**config.mk**
```make
export PLATFORM = sky130hd
export DESIGN_NAME = rr_tdm_mult_engine
export DESIGN_NICKNAME = d
export VERILOG_FILES = /design/src/rtl/rr_tdm_mult_engine.sv
export SDC_FILE = /design/constraint.sdc
export NUM_CORES = 1
export LEC_CHECK = 0
export ABC_AREA = 0
export CAP_MARGIN = 20
export CORE_UTILIZATION = 50
export CTS_CLUSTER_DIAMETER = 80
export DETAILED_ROUTE_END_ITERATION = 8
export DONT_BUFFER_PORTS = 1
export GPL_ROUTABILITY_DRIVEN = 1
export PLACE_DENSITY_LB_ADDON = 0.1
export SLEW_MARGIN = 20
export SYNTH_ARGS = -nofsm -noshare
export SYNTH_HDL_FRONTEND = slang
export SYNTH_SLANG_ARGS = --single-unit
```
**constraint.sdc**
```tcl
create_clock -name clk -period 7.4 [get_ports clk]
set_clock_uncertainty 0.15 [all_clocks]
set_input_delay 1.48 -clock clk [delete_from_list [all_inputs] [get_ports clk]]
set_output_delay 1.48 -clock clk [all_outputs]
set_load 0.01 [all_outputs]
```
**src/rtl/rr_tdm_mult_engine.sv**
```systemverilog
// N-channel time-division multiply engine: round-robin arbiter, per-channel coefficient
// counters, two-stage multiply pipeline and a credit-protected FWFT output FIFO.
module rr_tdm_mult_engine #(
  parameter int                NUM_CH         = 4,
  parameter int                WIDTH_A        = 8,
  parameter int                WIDTH_B        = 8,
  parameter int                OUT_FIFO_DEPTH = 8,
  parameter logic [NUM_CH-1:0] DECR_MASK      = NUM_CH'(4'b1010),
  localparam int               CW             = (NUM_CH > 1) ? $clog2(NUM_CH) : 1,
  localparam int               AW             = $clog2(OUT_FIFO_DEPTH),
  localparam int               LW             = AW + 1,
  localparam int               PW             = WIDTH_A + WIDTH_B
) (
  input  logic                      clk,
  input  logic                      rst,
  input  logic                      coef_clr,
  input  logic [NUM_CH-1:0]         s_valid,
  output logic [NUM_CH-1:0]         s_ready,
  input  logic [NUM_CH*WIDTH_A-1:0] s_data,
  output logic                      m_valid,
  input  logic                      m_ready,
  output logic [PW-1:0]             m_data,
  output logic [CW-1:0]             m_chan,
  output logic [LW-1:0]             fifo_lvl
);

  logic                           run_reg;
  logic [CW-1:0]                  ptr_reg;
  logic [CW-1:0]                  ptr_next;
  logic [NUM_CH-1:0]              req_hi;
  logic [CW-1:0]                  idx_hi;
  logic [CW-1:0]                  idx_lo;
  logic [CW-1:0]                  grant_idx;
  logic                           grant_any;
  logic                           credit_ok;
  logic                           xfer;
  logic [LW:0]                    inflight;
  logic [NUM_CH-1:0][WIDTH_A-1:0] data_all;
  logic [NUM_CH-1:0][WIDTH_B-1:0] coef_all;

  logic                           s1_valid_reg;
  logic [WIDTH_A-1:0]             s1_a_reg;
  logic [WIDTH_B-1:0]             s1_b_reg;
  logic [CW-1:0]                  s1_chan_reg;
  logic                           s2_valid_reg;
  logic [PW-1:0]                  s2_prod_reg;
  logic [CW-1:0]                  s2_chan_reg;

  logic [PW+CW-1:0]               fifo_mem [OUT_FIFO_DEPTH];
  logic [AW-1:0]                  wr_ptr_reg;
  logic [AW-1:0]                  rd_ptr_reg;
  logic [LW-1:0]                  fifo_cnt_reg;
  logic [PW+CW-1:0]               fifo_head;
  logic                           push;
  logic                           pop;

  // Per-channel slices, requests at/above the pointer, grant decode and coefficient counters.
  for (genvar gi = 0; gi < NUM_CH; gi++) begin : g_ch
    localparam logic [WIDTH_B-1:0] COEF_INIT = DECR_MASK[gi] ? {WIDTH_B{1'b1}} : '0;
    logic [WIDTH_B-1:0] coef_reg;

    assign data_all[gi] = s_data[gi*WIDTH_A +: WIDTH_A];
    assign req_hi[gi]   = s_valid[gi] && (CW'(gi) >= ptr_reg);
    assign s_ready[gi]  = xfer && (grant_idx == CW'(gi));
    assign coef_all[gi] = coef_reg;

    always_ff @(posedge clk or negedge rst) begin
      if (!rst) begin
        coef_reg <= COEF_INIT;
      end else if (coef_clr) begin
        coef_reg <= COEF_INIT;
      end else if (s_ready[gi]) begin
        coef_reg <= DECR_MASK[gi] ? coef_reg - 1'b1 : coef_reg + 1'b1;
      end
    end
  end

  // Two-level priority: lowest requester at/above ptr, otherwise lowest requester overall.
  always_comb begin
    idx_hi = '0;
    idx_lo = '0;
    for (int i = NUM_CH - 1; i >= 0; i--) begin
      if (req_hi[i]) idx_hi = CW'(i);
      if (s_valid[i]) idx_lo = CW'(i);
    end
    grant_idx = (|req_hi) ? idx_hi : idx_lo;
    grant_any = |s_valid;
  end

  // Every accepted sample already owns a FIFO slot, so a pop in this cycle is not needed.
  assign inflight  = (LW+1)'(s1_valid_reg) + (LW+1)'(s2_valid_reg) + (LW+1)'(fifo_cnt_reg);
  assign credit_ok = inflight < (LW+1)'(OUT_FIFO_DEPTH);
  assign xfer      = run_reg && grant_any && credit_ok;

  always_comb begin
    ptr_next = ptr_reg;
    if (xfer) begin
      ptr_next = (grant_idx == CW'(NUM_CH - 1)) ? '0 : grant_idx + 1'b1;
    end
  end

  // run_reg keeps s_ready low while reset is asserted, without a combinational path from rst.
  always_ff @(posedge clk or negedge rst) begin
    if (!rst) begin
      run_reg <= 1'b0;
      ptr_reg <= '0;
    end else begin
      run_reg <= 1'b1;
      ptr_reg <= ptr_next;
    end
  end

  always_ff @(posedge clk or negedge rst) begin
    if (!rst) begin
      s1_valid_reg <= 1'b0;
      s1_a_reg     <= '0;
      s1_b_reg     <= '0;
      s1_chan_reg  <= '0;
      s2_valid_reg <= 1'b0;
      s2_prod_reg  <= '0;
      s2_chan_reg  <= '0;
    end else begin
      s1_valid_reg <= xfer;
      if (xfer) begin
        s1_a_reg    <= data_all[grant_idx];
        s1_b_reg    <= coef_all[grant_idx];
        s1_chan_reg <= grant_idx;
      end
      s2_valid_reg <= s1_valid_reg;
      if (s1_valid_reg) begin
        s2_prod_reg <= PW'(s1_a_reg) * PW'(s1_b_reg);
        s2_chan_reg <= s1_chan_reg;
      end
    end
  end

  assign push = s2_valid_reg;
  assign pop  = m_valid && m_ready;

  always_ff @(posedge clk) begin
    if (push) begin
      fifo_mem[wr_ptr_reg] <= {s2_chan_reg, s2_prod_reg};
    end
  end

  always_ff @(posedge clk or negedge rst) begin
    if (!rst) begin
      wr_ptr_reg   <= '0;
      rd_ptr_reg   <= '0;
      fifo_cnt_reg <= '0;
    end else begin
      if (push) wr_ptr_reg <= wr_ptr_reg + 1'b1;
      if (pop)  rd_ptr_reg <= rd_ptr_reg + 1'b1;
      case ({push, pop})
        2'b10:   fifo_cnt_reg <= fifo_cnt_reg + 1'b1;
        2'b01:   fifo_cnt_reg <= fifo_cnt_reg - 1'b1;
        default: fifo_cnt_reg <= fifo_cnt_reg;
      endcase
    end
  end

  // Fall-through head read; outputs are forced to zero whenever the FIFO is empty.
  assign fifo_head = fifo_mem[rd_ptr_reg];
  assign m_valid   = (fifo_cnt_reg != '0);
  assign m_data    = m_valid ? fifo_head[PW-1:0] : '0;
  assign m_chan    = m_valid ? fifo_head[PW+CW-1:PW] : '0;
  assign fifo_lvl  = fifo_cnt_reg;

endmodule

```
==> metrics <==
Ports=67; most frequent cells in the layout=edfxtp_1 (144), inv_1 (76), dfrtp_1 (66), and2_1 (56), nor2_1 (55); post-route antenna net violation count=0; I/O Buffers=0; top_reg_cell synth=edfxtp_1; Post-synth EDFFs=~140; Crit Path Class=input pin to primary output; layout cells sized above 1=between 10 and 15%; min Tclk post-route=5.36 ns; final wirelength=24.1 mm; main combinational cell family by area after synthesis=simple AND/OR/NAND/NOR gates; clock insertion delay at the later pin of the skew report=0.51 ns; post-DP HPWL=16.3 mm; Slew @ Worst Pin=0.759 ns; register bit count reported by yosys=~230; total track usage=between 20% and 30%; relative slew slack=49.4%; Ant. Diodes=0; Seq/Total Area, Yosys=53.2%; first-pass GRT wire length=39.6 mm; Mapped Cells=approximately 940; Reg area=0.00642 mm^2; Layout Nets=1065; post-layout util=a little under three fifths; RSZ-0062 raised after global routing=no; die width=157 um; fmax=between 150 and 200 MHz; Filler Cells Inserted=around 2000; reg-to-reg endpoint=s2_prod_reg[12]; Initial Util=51.2%; H-tree Lvls=1; core footprint=0.0235 mm^2; FP Rows=56; largest net degree at the start of global routing=84; hold buffers post-CTS=0; Setup violations, final=0; Cell variety after synth=60; Post-Synth Adder-Cell Area=a little under an eighth; footprint of the multi-input gates=0.00516 mm^2; Die H=157 um; root buffer cell=clkbuf_16; CTS tree=done; fin crit share=72.4%; pre-CTS setup slack=2.07 ns; synthesized area=0.0121 mm^2; HP Start=rd_ptr_reg[2]; Num CTS Buffers=24; Layout area overhead=9.72%; Hold Slack=around 0.32 ns; commonest non-fill, non-tap cell in the layout=edfxtp_1; maximum fanout along the worst path=24; initial drt markers=330; router iterations before antenna repair=4; via count=just over 7000; initial antenna violation count=0; GRT overflow=0; R2R Setup Slk=2.80 ns; clock buffer depth=3; Synthesized Nets=between 1000 and 1500; Synth Area in XOR/XNOR=2.47%; mux cell area share after synthesis=9.42%; Max-Cap Viols=0; startpoint class of the critical path=input pin; Post-Syn Area per Cell=12.9 um^2; total die area=between 0.02 and 0.025 mm^2; simple-gate share of the synthesized area=11.4%; Hold Fails Final Rpt=0; R2R depth=13; worst hold path class=flop to flop; Resized Gates After CTS=0; drt drc=0; gp weighted congestion=0.850; Critical Path AT=3.73 ns; max FFs per register=144; Final Max Tran Viols=0; mean routed wirelength per cell=18.9 um; Compound-Gate Fraction of Synth Area=8.11%; total clock sinks=227; CP required=5.77 ns; final worst slack=2.04 ns; WHS Path Cells=1; final setup TNS=0 ns; synth warn=0; vias in the first global route=~7600; Worst-path clk slew=~0.050 ns; status=finished, final reports clean; Crit. End Element=primary output; vias per inst=5.66; worst r2r src=s1_b_reg[4]; ys async rst share=36.6%; # Post-CTS Setup Buffers=0; hold endpoint=rd_ptr_reg[2]
cell usage after synthesis (all sizes together) (11+ instances only):
| library cell | instances | share of area [%] |
|---|---|---|
| a211oi | 28 | 1.7 |
| a21oi | 33 | 1.4 |
| and2 | 56 | 2.9 |
| buf | 20 | 0.92 |
| clkbuf | 21 | 0.65 |
| dfrtp | 67 | 14 |
| dfstp | 16 | 3.5 |
| edfxtp | 144 | 36 |
| fa | 37 | 6.1 |
| ha | 50 | 5.2 |
| inv | 80 | 2.5 |
| mux2 | 12 | 1.1 |
| mux2i | 19 | 1.6 |
| mux4 | 36 | 6.7 |
| nand2 | 54 | 1.7 |
| nand2b | 15 | 0.78 |
| nand3 | 17 | 0.79 |
| nor2 | 55 | 1.7 |
| nor3 | 19 | 0.79 |
| nor4 | 11 | 0.69 |
| o21ai | 16 | 0.66 |
| o31ai | 13 | 0.81 |
| xnor2 | 18 | 1.3 |
| xor2 | 16 | 1.2 |
logic make-up (layout without fill, tap and decap cells):
family                     after synthesis  count (layout)
DFF                                    227             227
other                                    1               1
and+or+nand+nor                        262             262
AOI/OAI and AO/OA                      138             138
xor gates and xnor gates                34              34
adders and majority gates               87              87
muxes                                   67              67
buffers and inverters                  121             140
area by class of cell:
cell class,count,area share (%)
multi-input cells,589,39.0
inverters,80,2.27
clock inverters,17,1.66
flip-flops and latches,227,48.5
repair buffers,16,0.907
clock buffers,27,4.62
well taps,319,3.02
metrics by stage:
step	cell area, um^2	cells
after floorplan	12100	937
after global placement	12400	1231
after detailed placement	12400	1231
after CTS	13200	1275
after global routing	13200	1275
final	13200	1275
per-layer routing:
| metal | global-route usage (%) | wire, um | up-vias |
|---|---|---|---|
| li1 | - | - | 3415 |
| met2 | 36.3 | 11900 | 169 |
| met5 | 0 | 0 | - |
| met3 | 3.08 | 1200 | 45 |
| met4 | 5.64 | 533 | 0 |
| met1 | 26.3 | 10500 | 3591 |
how the worst max path moves through the flow:
stage / startpoint / end / slack (ns) / cells after the start
2_1_floorplan: s_valid[0] / s_ready[2] / 2.80 / 9
3_3_place_gp: s_valid[0] / s_ready[3] / 2.20 / 6
3_5_place_dp: s_valid[0] / s_ready[3] / 2.07 / 6
4_1_cts: s_valid[2] / s_ready[3] / 2.06 / 7
5_1_grt: s_valid[2] / s_ready[3] / 1.82 / 7
6_report: s_valid[2] / s_ready[3] / 2.04 / 7
critical path: stages:
cell and delay [ns]:
nor2b_1 0.13, o21ai_1 0.34, nand3_2 0.48, inv_2 0.52, ha_1 0.32, o2111ai_2 0.24
inv_1 0.20
Power is not shown: default switching activity piles up to over one toggle a cycle in this logic, so the estimate is an artifact.
